File: src/rtl/rv32i_pkg.sv
// rv32i_pkg
//   Shared definitions for the multi-cycle RV32I core: base opcodes,
//   load/store funct3 encodings, the FSM state type and a helper that
//   flags misaligned data accesses.
//   No ports (package).
package rv32i_pkg;

    localparam logic [6:0] OP_LUI    = 7'b0110111;
    localparam logic [6:0] OP_AUIPC  = 7'b0010111;
    localparam logic [6:0] OP_JAL    = 7'b1101111;
    localparam logic [6:0] OP_JALR   = 7'b1100111;
    localparam logic [6:0] OP_BRANCH = 7'b1100011;
    localparam logic [6:0] OP_LOAD   = 7'b0000011;
    localparam logic [6:0] OP_STORE  = 7'b0100011;
    localparam logic [6:0] OP_IMM    = 7'b0010011;
    localparam logic [6:0] OP_REG    = 7'b0110011;
    localparam logic [6:0] OP_SYSTEM = 7'b1110011;

    localparam logic [2:0] F3_B  = 3'b000;
    localparam logic [2:0] F3_H  = 3'b001;
    localparam logic [2:0] F3_W  = 3'b010;
    localparam logic [2:0] F3_BU = 3'b100;
    localparam logic [2:0] F3_HU = 3'b101;

    typedef enum logic [2:0] {
        S_FETCH  = 3'd0,
        S_DECODE = 3'd1,
        S_EXEC   = 3'd2,
        S_MEM    = 3'd3,
        S_WB     = 3'd4,
        S_HALT   = 3'd5
    } state_t;

    // Halfwords need bit0 clear, words need both low bits clear.
    function automatic logic is_misaligned(input logic [2:0] f3, input logic [1:0] lo);
        case (f3[1:0])
            2'b01:   return lo[0];
            2'b10:   return lo != 2'b00;
            default: return 1'b0;
        endcase
    endfunction

endpackage

File: src/rtl/rv32i_multicycle_core_lsu_lane.sv
// lsu_lane
//   Combinational byte-lane logic for the load/store unit.
//   funct3     : load/store width and signedness
//   addr_lo    : byte offset within the word
//   store_data : rs2 value to be stored
//   load_word  : full memory word returned for a load
//   be, wdata  : store byte enables and lane-replicated write data
//   load_value : selected lane, sign- or zero-extended to 32 bits
module lsu_lane
    import rv32i_pkg::*;
(
    input  logic [2:0]  funct3,
    input  logic [1:0]  addr_lo,
    input  logic [31:0] store_data,
    input  logic [31:0] load_word,
    output logic [3:0]  be,
    output logic [31:0] wdata,
    output logic [31:0] load_value
);

    logic [31:0] shifted;

    always_comb begin
        be    = 4'hF;
        wdata = store_data;
        case (funct3[1:0])
            2'b00: begin
                be    = 4'b0001 << addr_lo;
                wdata = {4{store_data[7:0]}};
            end
            2'b01: begin
                be    = 4'b0011 << addr_lo;
                wdata = {2{store_data[15:0]}};
            end
            default: ;
        endcase
    end

    // Bring the addressed lane down to bit 0 before extending it.
    always_comb begin
        shifted    = load_word >> {addr_lo, 3'b000};
        load_value = load_word;
        case (funct3)
            F3_B:    load_value = {{24{shifted[7]}}, shifted[7:0]};
            F3_H:    load_value = {{16{shifted[15]}}, shifted[15:0]};
            F3_BU:   load_value = {24'b0, shifted[7:0]};
            F3_HU:   load_value = {16'b0, shifted[15:0]};
            default: load_value = load_word;
        endcase
    end

endmodule

File: src/rtl/rv32i_multicycle_core.sv
// rv32i_multicycle_core
//   Multi-cycle RV32I core with one shared instruction/data memory port.
//   clk, reset_n        : clock and asynchronous active-low reset
//   mem_req/we/addr/be/wdata, mem_rdata, mem_ack : req/ack memory port
//   io_in               : reserved, ignored
//   halted              : core has stopped (trap, illegal or misalignment)
//   instret             : retired-instruction counter
//   debug_output        : low DEBUG_W bits of pc
module rv32i_multicycle_core
    import rv32i_pkg::*;
#(
    parameter logic [31:0] RESET_VECTOR     = 32'h0000_0000,
    parameter int          DEBUG_W          = 8,
    parameter int          HALT_ON_MISALIGN = 1
) (
    input  logic               clk,
    input  logic               reset_n,
    output logic               mem_req,
    output logic               mem_we,
    output logic [31:0]        mem_addr,
    output logic [3:0]         mem_be,
    output logic [31:0]        mem_wdata,
    input  logic [31:0]        mem_rdata,
    input  logic               mem_ack,
    input  logic [3:0]         io_in,
    output logic               halted,
    output logic [31:0]        instret,
    output logic [DEBUG_W-1:0] debug_output
);

    localparam bit HALT_MIS = (HALT_ON_MISALIGN != 0);

    state_t      state;
    logic [31:0] pc, ir, a_r, b_r, imm_r, aluout, mdr;
    logic [31:0] regs [32];

    logic [6:0]  opcode;
    logic [2:0]  funct3;
    logic [4:0]  rd, rs1, rs2;
    logic [31:0] imm, alu_b, alu_res, eff_addr, wb_data, next_pc;
    logic        is_mem_op, is_store, access_mis, writes_rd, taken;
    logic [3:0]  lane_be;
    logic [31:0] lane_wdata, load_value;
    logic [1:0]  lane_lo;
    logic        unused_io;

    assign opcode       = ir[6:0];
    assign funct3       = ir[14:12];
    assign rd           = ir[11:7];
    assign rs1          = ir[19:15];
    assign rs2          = ir[24:20];
    assign is_store     = (opcode == OP_STORE);
    assign is_mem_op    = is_store || (opcode == OP_LOAD);
    assign debug_output = pc[DEBUG_W-1:0];
    assign unused_io    = ^io_in;

    // Immediate formats selected by opcode class.
    always_comb begin
        case (opcode)
            OP_LUI, OP_AUIPC: imm = {ir[31:12], 12'b0};
            OP_JAL:    imm = {{11{ir[31]}}, ir[31], ir[19:12], ir[20], ir[30:21], 1'b0};
            OP_BRANCH: imm = {{19{ir[31]}}, ir[31], ir[7], ir[30:25], ir[11:8], 1'b0};
            OP_STORE:  imm = {{20{ir[31]}}, ir[31:25], ir[11:7]};
            default:   imm = {{20{ir[31]}}, ir[31:20]};
        endcase
    end

    // ALU: branches compare A against B and yield 1 for taken; everything
    // that is not a register op or branch uses the immediate as operand B.
    always_comb begin
        alu_b   = (opcode == OP_REG || opcode == OP_BRANCH) ? b_r : imm_r;
        alu_res = a_r + alu_b;
        taken   = 1'b0;
        if (opcode == OP_REG || opcode == OP_IMM) begin
            case (funct3)
                3'b000: alu_res = (opcode == OP_REG && ir[30]) ? a_r - alu_b : a_r + alu_b;
                3'b001: alu_res = a_r << alu_b[4:0];
                3'b010: alu_res = {31'b0, $signed(a_r) < $signed(alu_b)};
                3'b011: alu_res = {31'b0, a_r < alu_b};
                3'b100: alu_res = a_r ^ alu_b;
                3'b101: alu_res = ir[30] ? 32'($signed(a_r) >>> alu_b[4:0]) : a_r >> alu_b[4:0];
                3'b110: alu_res = a_r | alu_b;
                default: alu_res = a_r & alu_b;
            endcase
        end else if (opcode == OP_BRANCH) begin
            case (funct3)
                3'b000:  taken = (a_r == b_r);
                3'b001:  taken = (a_r != b_r);
                3'b100:  taken = ($signed(a_r) < $signed(b_r));
                3'b101:  taken = ($signed(a_r) >= $signed(b_r));
                3'b110:  taken = (a_r < b_r);
                3'b111:  taken = (a_r >= b_r);
                default: taken = 1'b0;
            endcase
            alu_res = {31'b0, taken};
        end
    end

    // With halting disabled a misaligned data address is silently aligned.
    always_comb begin
        access_mis = is_misaligned(funct3, alu_res[1:0]);
        eff_addr   = alu_res;
        if (!HALT_MIS && access_mis)
            eff_addr[1:0] = (funct3[1:0] == 2'b01) ? {alu_res[1], 1'b0} : 2'b00;
    end

    // During EXEC the lane logic builds the store; afterwards it extracts the load.
    assign lane_lo = (state == S_EXEC) ? eff_addr[1:0] : aluout[1:0];

    lsu_lane u_lsu_lane (
        .funct3     (funct3),
        .addr_lo    (lane_lo),
        .store_data (b_r),
        .load_word  (mdr),
        .be         (lane_be),
        .wdata      (lane_wdata),
        .load_value (load_value)
    );

    always_comb begin
        writes_rd = 1'b1;
        case (opcode)
            OP_LUI:         wb_data = imm_r;
            OP_AUIPC:       wb_data = pc + imm_r;
            OP_JAL, OP_JALR: wb_data = pc + 32'd4;
            OP_LOAD:        wb_data = load_value;
            default:        wb_data = aluout;
        endcase
        if (opcode == OP_STORE || opcode == OP_BRANCH) writes_rd = 1'b0;
        case (opcode)
            OP_JALR:   next_pc = (a_r + imm_r) & ~32'd1;
            OP_JAL:    next_pc = pc + imm_r;
            OP_BRANCH: next_pc = aluout[0] ? pc + imm_r : pc + 32'd4;
            default:   next_pc = pc + 32'd4;
        endcase
    end

    // Register file; x0 stays zero because writes to it are dropped.
    always_ff @(posedge clk or negedge reset_n) begin
        if (!reset_n) begin
            for (int i = 0; i < 32; i++) regs[i] <= 32'd0;
        end else if (state == S_WB && writes_rd && rd != 5'd0) begin
            regs[rd] <= wb_data;
        end
    end

    // Main sequencer. Memory outputs are registered and raised on entry to
    // FETCH/MEM so a zero-wait ack completes the access in a single cycle.
    always_ff @(posedge clk or negedge reset_n) begin
        if (!reset_n) begin
            state <= S_FETCH;  pc <= RESET_VECTOR;
            mem_req <= 1'b0;   mem_we <= 1'b0;  mem_addr <= 32'd0;
            mem_be <= 4'd0;    mem_wdata <= 32'd0;
            halted <= 1'b0;    instret <= 32'd0;
            ir <= 32'd0; a_r <= 32'd0; b_r <= 32'd0; imm_r <= 32'd0;
            aluout <= 32'd0; mdr <= 32'd0;
        end else begin
            case (state)
                S_FETCH: begin
                    if (!mem_req) begin
                        mem_req  <= 1'b1;  mem_we <= 1'b0;
                        mem_addr <= {pc[31:2], 2'b00};  mem_be <= 4'hF;
                    end else if (mem_ack) begin
                        ir      <= mem_rdata;
                        mem_req <= 1'b0;
                        state   <= S_DECODE;
                    end
                end
                S_DECODE: begin
                    a_r   <= regs[rs1];
                    b_r   <= regs[rs2];
                    imm_r <= imm;
                    case (opcode)
                        OP_LUI, OP_AUIPC, OP_JAL, OP_JALR, OP_BRANCH,
                        OP_LOAD, OP_STORE, OP_IMM, OP_REG: state <= S_EXEC;
                        default: begin state <= S_HALT; halted <= 1'b1; end
                    endcase
                end
                S_EXEC: begin
                    if (!is_mem_op) begin
                        aluout <= alu_res;
                        state  <= S_WB;
                    end else if (HALT_MIS && access_mis) begin
                        state  <= S_HALT;
                        halted <= 1'b1;
                    end else begin
                        aluout    <= eff_addr;
                        mem_req   <= 1'b1;
                        mem_we    <= is_store;
                        mem_addr  <= {eff_addr[31:2], 2'b00};
                        mem_be    <= is_store ? lane_be : 4'hF;
                        mem_wdata <= is_store ? lane_wdata : 32'd0;
                        state     <= S_MEM;
                    end
                end
                S_MEM: begin
                    if (mem_ack) begin
                        mdr     <= mem_rdata;
                        mem_req <= 1'b0;
                        mem_we  <= 1'b0;
                        state   <= S_WB;
                    end
                end
                S_WB: begin
                    if (HALT_MIS && next_pc[1:0] != 2'b00) begin
                        state  <= S_HALT;
                        halted <= 1'b1;
                    end else begin
                        pc       <= {next_pc[31:2], 2'b00};
                        instret  <= instret + 32'd1;
                        mem_req  <= 1'b1;  mem_we <= 1'b0;
                        mem_addr <= {next_pc[31:2], 2'b00};  mem_be <= 4'hF;
                        state    <= S_FETCH;
                    end
                end
                default: begin
                    mem_req <= 1'b0;
                    halted  <= 1'b1;
                end
            endcase
        end
    end

endmodule
File: config.mk
export PLATFORM = sky130hd
export DESIGN_NAME = rv32i_multicycle_core
export DESIGN_NICKNAME = d
export VERILOG_FILES = /design/src/rtl/rv32i_pkg.sv /design/src/rtl/rv32i_multicycle_core_lsu_lane.sv /design/src/rtl/rv32i_multicycle_core.sv
export SDC_FILE = /design/constraint.sdc
export NUM_CORES = 2
export LEC_CHECK = 0
export BUFFER_PORTS_ARGS = -buffer_cell sky130_fd_sc_hd__buf_2
export CAP_MARGIN = 5
export CORE_MARGIN = 2
export CORE_UTILIZATION = 42
export CTS_CLUSTER_DIAMETER = 80
export CTS_CLUSTER_SIZE = 14
export DETAILED_ROUTE_END_ITERATION = 8
export GPL_TIMING_DRIVEN = 1
export PLACE_DENSITY = 0.63
export REMOVE_ABC_BUFFERS = 1
export SYNTH_ARGS = -nofsm -noshare
export SYNTH_HDL_FRONTEND = slang
export SYNTH_SLANG_ARGS = --single-unit
File: constraint.sdc
create_clock -name clk -period 6 [get_ports clk]
set_clock_uncertainty 0.1 [all_clocks]
set_input_delay 1.2 -clock clk [delete_from_list [all_inputs] [get_ports clk]]
set_output_delay 1.2 -clock clk [all_outputs]
set_load 0.05 [all_outputs]
### Word-level counts from Yosys, hierarchy flattened

Cells that the tools add are included.

| word-level totals | value |
|---|---|
| flip-flop bits (word level) | 1,352 |
| input bits | 39 |
| output and inout bits | 111 |
| word-level logic and storage cells | 210 |

| cells by class | value |
|---|---|
| $add $sub $neg | 6 |
| magnitude comparators | 10 |
| eq/ne operators | 35 |
| shift-type cells | 6 |
| mux-type cells | 65 |
| bitwise gates (word level) | 10 |
| reductions and logical operators | 31 |

Operators with widths:

| kind | count |
|---|---|
| 1024-bit bitwise mux | 1 |
| 32-bit two-way mux | 18 |
| 32-bit binary-select mux with 5-bit select | 2 |
| 32-bit case mux with 4 select lines | 2 |
| 32-bit case mux with 7 select lines | 1 |
| 32-bit case mux with 3 select lines | 2 |
| 32-bit demux with 5-bit select | 1 |
| 32-bit < comparator | 4 |
| 31-bit case mux with 4 select lines | 1 |
| 32-bit adder | 3 |
| 32-bit greater-or-equal comparator | 2 |
| 32-bit case mux with 2 select lines | 1 |
| 32-bit by 1-bit adder with 32-bit output, second input constant | 1 |
| 32-bit by 3-bit adder with 32-bit output, second input constant | 1 |
| 32-bit bitwise AND | 1 |
| 32-bit equality test | 1 |
| 32-bit inequality test | 1 |
| 32-bit bitwise OR | 1 |
| 32-bit by 5-bit << shifter with 32-bit output | 1 |
| 32-bit by 5-bit >> shifter with 16-bit output | 1 |
| 32-bit by 5-bit >> shifter with 32-bit output | 1 |
| 32-bit by 5-bit >>> shifter with 32-bit output | 1 |
| 32-bit subtractor | 1 |
| 32-bit XOR | 1 |
| other kinds (43) | 113 |

### Depth between registers and ports, before layout

| depth | value |
|---|---|
| word-level depth | 14 |
| mapped depth | 27 |
| depth with buffers taken out | 19 |

### Modules after synthesis

From an unflattened synthesis, not the netlist that was laid out.

| second synthesis, totals | value |
|---|---|
| cell total of the unflattened synthesis | 8,078 |
| area total of the unflattened synthesis | 82,235.1 um^2 |

Modules (own cells, without submodules):

| module | times used | cells each | area each (um^2) | seq. area each (um^2) |
|---|---|---|---|---|
| rv32i_multicycle_core | 1 | 7,882 | 80,875.1 | 33,782.4 |
| lsu_lane | 1 | 196 | 1,360.1 | 0.0 |

### Least setup slack after synthesis

No wires, ideal clock.

| timing path | value |
|---|---|
| path kind | register to register |
| start | register ir[3] |
| end | register mem_addr[30] |
| library setup time | 0.129 ns |
| data arrival time | 5.698 ns |
| required time | 5.771 ns |
| slack | 0.073 ns |
| stages on the path, launching flop included | 25 |
| buffers on the path | 6 |
| clock period less this slack | 5.927 ns |
| cell sequence | dfrtp_1 buf_2 nand4bb_1 buf_4 nor4_2 nor2_2 inv_2 buf_2 buf_1 clkbuf_1 buf_1 ha_1 nor2b_1 o21a_1 o21ai_0 a21oi_1 nor4bb_1 nor3_1 o21ai_0 a21oi_1 a2111oi_0 nor2_1 a22o_1 a22o_1 o41a_1 |

| on the way | value |
|---|---|
| longest elaborated chain between the ends | 11 |
| elaborated cells on any way between the ends | 39 |
| classes of those cells | add/sub: 2; order compare: 2; eq/ne: 10; shift: 3; mux: 12; bitwise: 3; reduce/logical: 7 |

RTL lines:

| element | line | source |
|---|---|---|
| start, declared | rv32i_multicycle_core.sv:34 | `logic [31:0] pc, ir, a_r, b_r, imm_r, aluout, mdr;` |
| start signal, assigned | rv32i_multicycle_core.sv:164 | `ir <= mem_rdata;` |
| 7-bit by 6-bit equality test with 1-bit output or 7-bit equality test (tied branches) | n/a |  |
| 1-bit logical OR | rv32i_multicycle_core.sv:71 | `alu_b = (opcode == OP_REG \|\| opcode == OP_BRANCH) ? b_r : imm_r;` |
| 32-bit two-way mux | rv32i_multicycle_core.sv:71 |  |
| 32-bit adder, or another cell as far along | rv32i_multicycle_core.sv:72, rv32i_multicycle_core.sv:76 |  |
| 32-bit two-way mux, on equally long branches | rv32i_multicycle_core.sv:76, rv32i_multicycle_core.sv:81 |  |
| 32-bit case mux with 7 select lines | rv32i_multicycle_core.sv:75 | `case (funct3)` |
| 32-bit two-way mux | rv32i_multicycle_core.sv:74 | `if (opcode == OP_REG \|\| opcode == OP_IMM) begin` |
| 2-bit nonzero test | rv32i_pkg.sv:38 | `2'b10: return lo != 2'b00;` |
| 1-bit case mux with 2 select lines | rv32i_pkg.sv:36 | `case (f3[1:0])` |
| 2-bit inequality test (no line) | n/a |  |
| 5-bit AND reduction (no line) | n/a |  |
| end signal, assigned | rv32i_multicycle_core.sv:190 | `mem_addr <= {eff_addr[31:2], 2'b00};` |
| end, declared | rv32i_multicycle_core.sv:20 | `output logic [31:0] mem_addr,` |

Several ways; a longest one is shown, not always the timed one. The select of a mux whose other input is x is not followed.
A chain may end at the register's enable or synchronous reset.

### Worst setup path in the final report

| timing path | value |
|---|---|
| start | register ir[6] |
| end | register regs[170] (netlist bit) |

| on the way | value |
|---|---|
| longest elaborated chain between the ends | 12 |
| elaborated cells on any way between the ends | 38 |
| classes of those cells | add/sub: 2; order compare: 2; eq/ne: 9; shift: 4; mux: 11; bitwise: 3; reduce/logical: 7 |

RTL lines:

| element | line | source |
|---|---|---|
| 7-bit by 6-bit equality test with 1-bit output or 7-bit equality test (tied branches) | n/a |  |
| 1-bit logical OR | rv32i_multicycle_core.sv:71 |  |
| 32-bit two-way mux | rv32i_multicycle_core.sv:71 |  |
| 32-bit adder, or another cell as far along | rv32i_multicycle_core.sv:72, rv32i_multicycle_core.sv:76 |  |
| 32-bit two-way mux, on equally long branches | rv32i_multicycle_core.sv:76, rv32i_multicycle_core.sv:81 |  |
| 32-bit case mux with 7 select lines | rv32i_multicycle_core.sv:75 |  |
| 32-bit two-way mux | rv32i_multicycle_core.sv:74 |  |
| 2-bit two-way mux | rv32i_multicycle_core.sv:108 | `assign lane_lo = (state == S_EXEC) ? eff_addr[1:0] : aluout[1:0];` |
| 32-bit by 5-bit >> shifter with 16-bit output | rv32i_multicycle_core_lsu_lane.sv:41 | `shifted = load_word >> {addr_lo, 3'b000};` |
| 32-bit case mux with 4 select lines | rv32i_multicycle_core_lsu_lane.sv:43 | `case (funct3)` |
| 32-bit case mux with 4 select lines | rv32i_multicycle_core.sv:122 | `case (opcode)` |
| 1024-bit bitwise mux | rv32i_multicycle_core.sv:143 | `regs[rd] <= wb_data;` |
| end signal, assigned by index | rv32i_multicycle_core.sv:143 |  |
| end, declared | rv32i_multicycle_core.sv:35 | `logic [31:0] regs [32];` |

Several ways; a longest one is shown, not always the timed one.

==> summary.txt <==
Logic synthesis
  – Yosys top cell by area: dfrtp_1
  – Most numerous cell in the Yosys netlist: nand2_1
  – EDFF count, synth: 0
  – Fraction of registers with async set/reset: 100.0%
  – Commonest cells post-synth: 1360 x nand2_1, 1350 x dfrtp_1, 879 x o21ai_0
  – Library cells used by synthesis: 100
  – Post-Syn Area per Cell: 10.48 µm²
  – Yosys warnings: 0
  – Top cell type's share of synthesized area: 41.09%
  – Post-synthesis instance area: 0.08223 mm²
  – Ys flop type: dfrtp_1
  – Synth Register Bits: 1350
  – Seq/Total Area, Yosys: 41.09%
  – Syn Inst Count: 7846
  – Dominant cells by area after synthesis: dfrtp_1 41%, mux4_2 18%, nand2_1 6.2%

Final layout
  – Final core utilization: 46.76%
  – Non-Filler Instances: 10.46k
  – Share of layout cells above drive strength 1: 23.46%
  – Fill cell total of the finished layout: 17.86k
  – Layout area overhead: 10.77%
  – Final instance area: 0.09108 mm²
  – Nets: 8032

Critical path
  – Startpoint Class: flop
  – CP Capture Type: flop
  – Crit path required time: 6.57 ns
  – Crit Path Class: reg -> reg
  – Worst Path Max Fanout: 31
  – CP Data Arrival Time: 6.42 ns

STA
  – Setup TNS: 0 ns
  – Max-Slew Margin vs Limit: 8.427%
  – Period utilization: 97.51%
  – Max Clk Rate: 0.1709 GHz
  – # setup viols final: 0
  – Final Hold Violating Endpoints: 0
  – Final min period: 5.850 ns
  – Hold WS: 0.2231 ns
  – Pins Over Slew Limit: 0
  – Worst setup margin: 0.1496 ns
  – Worst-margin pin slew: 1.359 ns

Floorplanning
  – Core Footprint: 0.1948 mm²
  – Placement Rows: 162
  – Starting Density: 42.21%
  – IO Pins: 150
  – Die span in x: 446.5 µm
  – DIE AREA: 0.1993 mm²
  – Die Y: 446.5 µm

Global routing
  – First-pass GRT wire length: 471200 µm
  – Vias in the first global route: 65.32k
  – Met1 GRT Util: 42.60%
  – Met3 global-route usage: 6.224%
  – Most Crowded Layer GR: met2
  – Initial antenna violation count: 21
  – Global Route Usage Sum: 32.54%
  – Routing usage on met2: 50.52%
  – Largest net degree at the start of global routing: 180
  – Overflow after GRT: 0

Worst hold path
  – HP Class: in -> async

Pwr
  – Static leakage: 38.47 nW
  – Cell area power density: 354.9 mW/mm²
  – Max VDD drop: 0.2553 mV
  – Final Total Pwr: 32.33 mW

Placed design
  – Gpl congestion: 1.024
  – Place WS: -0.05124 ns
  – I/O Buffers: 141
  – HPWL Detailed: 221500 µm
  – Placed insts: 10.31k
  – Area post-placement: 0.08781 mm²

Routing
  – Routed len/inst: 31.32 µm
  – Drt initial violations: 8020
  – Vias: 67.57k
  – Drt first pass iters: 6
  – Routed Antenna Nets: 0
  – Overall routed net length: 327500 µm
  – DRC: 0
  – Vias/cell: 6.461

CTS
  – Skew-Pair Late Insertion Delay: 0.81 ns
  – H-tree depth: 3
  – CTS buffer count: 112
  – Clk sinks: 1350
  – Post CTS Setup Buffer Count: 0
  – CTS root buffer: clkbuf_16
  – CTS tree: done
  – CTS clk-pin slew, worst paths: 0.07 ns
  – Clock buffer depth: 3
  – # hold bufs at CTS: 0

Run
  – Max cap viols: 0

Status
  – Outcome: complete, no violations
-- state kept, by name, indices dropped and copies added (netlist names), 3 cells and up --
| name | count |
|---|---|
| regs | 1024 |
| a_r | 32 |
| aluout | 32 |
| b_r | 32 |
| imm_r | 32 |
| instret | 32 |
| ir | 32 |
| mdr | 32 |
| mem_wdata | 32 |
| mem_addr | 30 |
| pc | 30 |
| mem_be | 4 |
| state | 3 |
-- path summary, 6_finish.rpt --
check,from,endpoint,slack [ns],depth (start not counted)
max in group asynchronous,reset_n,mem_wdata[10],3.99,2
hold reg to reg,regs[1000],regs[1000],0.30,0
setup / recovery,ir[6],regs[170],0.15,20
min in group clk,regs[1000],regs[1000],0.30,0
hold / removal,reset_n,regs[728],0.22,1
setup reg to reg,ir[6],regs[170],0.15,20
-- report_power, final --
group / internal [mW] / switching (mW) / leakage [nW]
Clock: 3.49 / 3.52 / 1.54
Sequential: 9.84 / 1.31 / 18.6
Combinational: 4.99 / 9.17 / 18.3
-- placed cells by master, fill, tap and decap left out, types with 19 or more instances in the layout --
cell / netlist / routed
dfrtp_1: 1350 / 1337
nand2_1: 1360 / 1328
o21ai_0: 879 / 863
mux4_2: 667 / 667
buf_4: 35 / 397
o21ai_1: 303 / 310
mux2_2: 282 / 282
a21oi_1: 259 / 257
nor2_1: 236 / 232
ha_1: 187 / 187
inv_1: 166 / 166
mux2i_1: 147 / 147
buf_2: 48 / 140
clkbuf_16: 0 / 112
xnor2_1: 108 / 108
nand3_1: 101 / 99
buf_12: 0 / 61
o31ai_1: 55 / 53
a311oi_1: 52 / 52
a221oi_1: 52 / 52
nand2b_1: 50 / 49
a211oi_1: 50 / 48
a21o_1: 47 / 47
xor2_1: 45 / 45
o22ai_1: 43 / 43
nor3_1: 46 / 42
o211ai_1: 42 / 42
a31oi_1: 44 / 42
nand4_1: 40 / 40
a22oi_1: 37 / 37
o221ai_1: 35 / 35
and3_1: 33 / 33
nand2_4: 0 / 31
a2111oi_0: 32 / 31
o21a_1: 27 / 27
o21bai_1: 24 / 24
or2_2: 18 / 19
-- layer usage --
metal,routed length (µm),part of all wire [%],up-vias
li1,-,-,28800
met1,126600,39,34410
met2,150400,46,3459
met3,28220,8.6,878
met4,22130,6.8,22
met5,177,0.054,-
-- final cells by class --
class / instances / area [µm²] / share of cell area [%]
diodes: 4 / 10.01 / 0.01099
repair buffers: 599 / 4913 / 5.395
inverters: 171 / 641.9 / 0.7047
multi-input cells: 5569 / 45240 / 49.67
clock inverters: 18 / 294.0 / 0.3228
flip-flops and latches: 1350 / 33820 / 37.13
clock buffers: 124 / 2878 / 3.160
well taps: 2624 / 3283 / 3.605
-- logic make-up (layout without fill, tap and decap cells) --
logic type	Yosys count	in the layout	synth area share [%]
AO/OA/AOI/OAI	2144	2144	15.78
other	1	8	0.004561
XOR/XNOR	155	155	1.697
adder cells (fa/ha/maj)	190	190	2.919
AND/OR/NAND/NOR	1980	1980	10.09
multiplexers	1096	1096	23.92
flip-flops	1350	1350	41.09
buffers and inverters	930	912	4.506
-- timing repair --
action	CTS	global route
gates resized for setup	6	27
pin swaps	0	2
setup endpoints to repair	153	947
-- critical path, stage by stage (launching register included) --
cell	delay, ns
dfrtp_1	0.54
xor2_4	0.22
buf_4	0.14
buf_4	0.18
buf_4	0.31
a311oi_1	0.15
a311oi_2	0.63
o22ai_1	0.28
o311ai_1	0.46
o2111ai_1	0.23
buf_4	0.24
a41o_1	0.28
a21oi_1	0.24
nor4_2	0.08
buf_4	0.15
a211oi_4	0.34
buf_4	0.18
o21ai_2	0.12
o211a_1	0.38
buf_12	0.20
o21ai_0	0.20
Note: power is estimated with default switching activity, not from simulation.
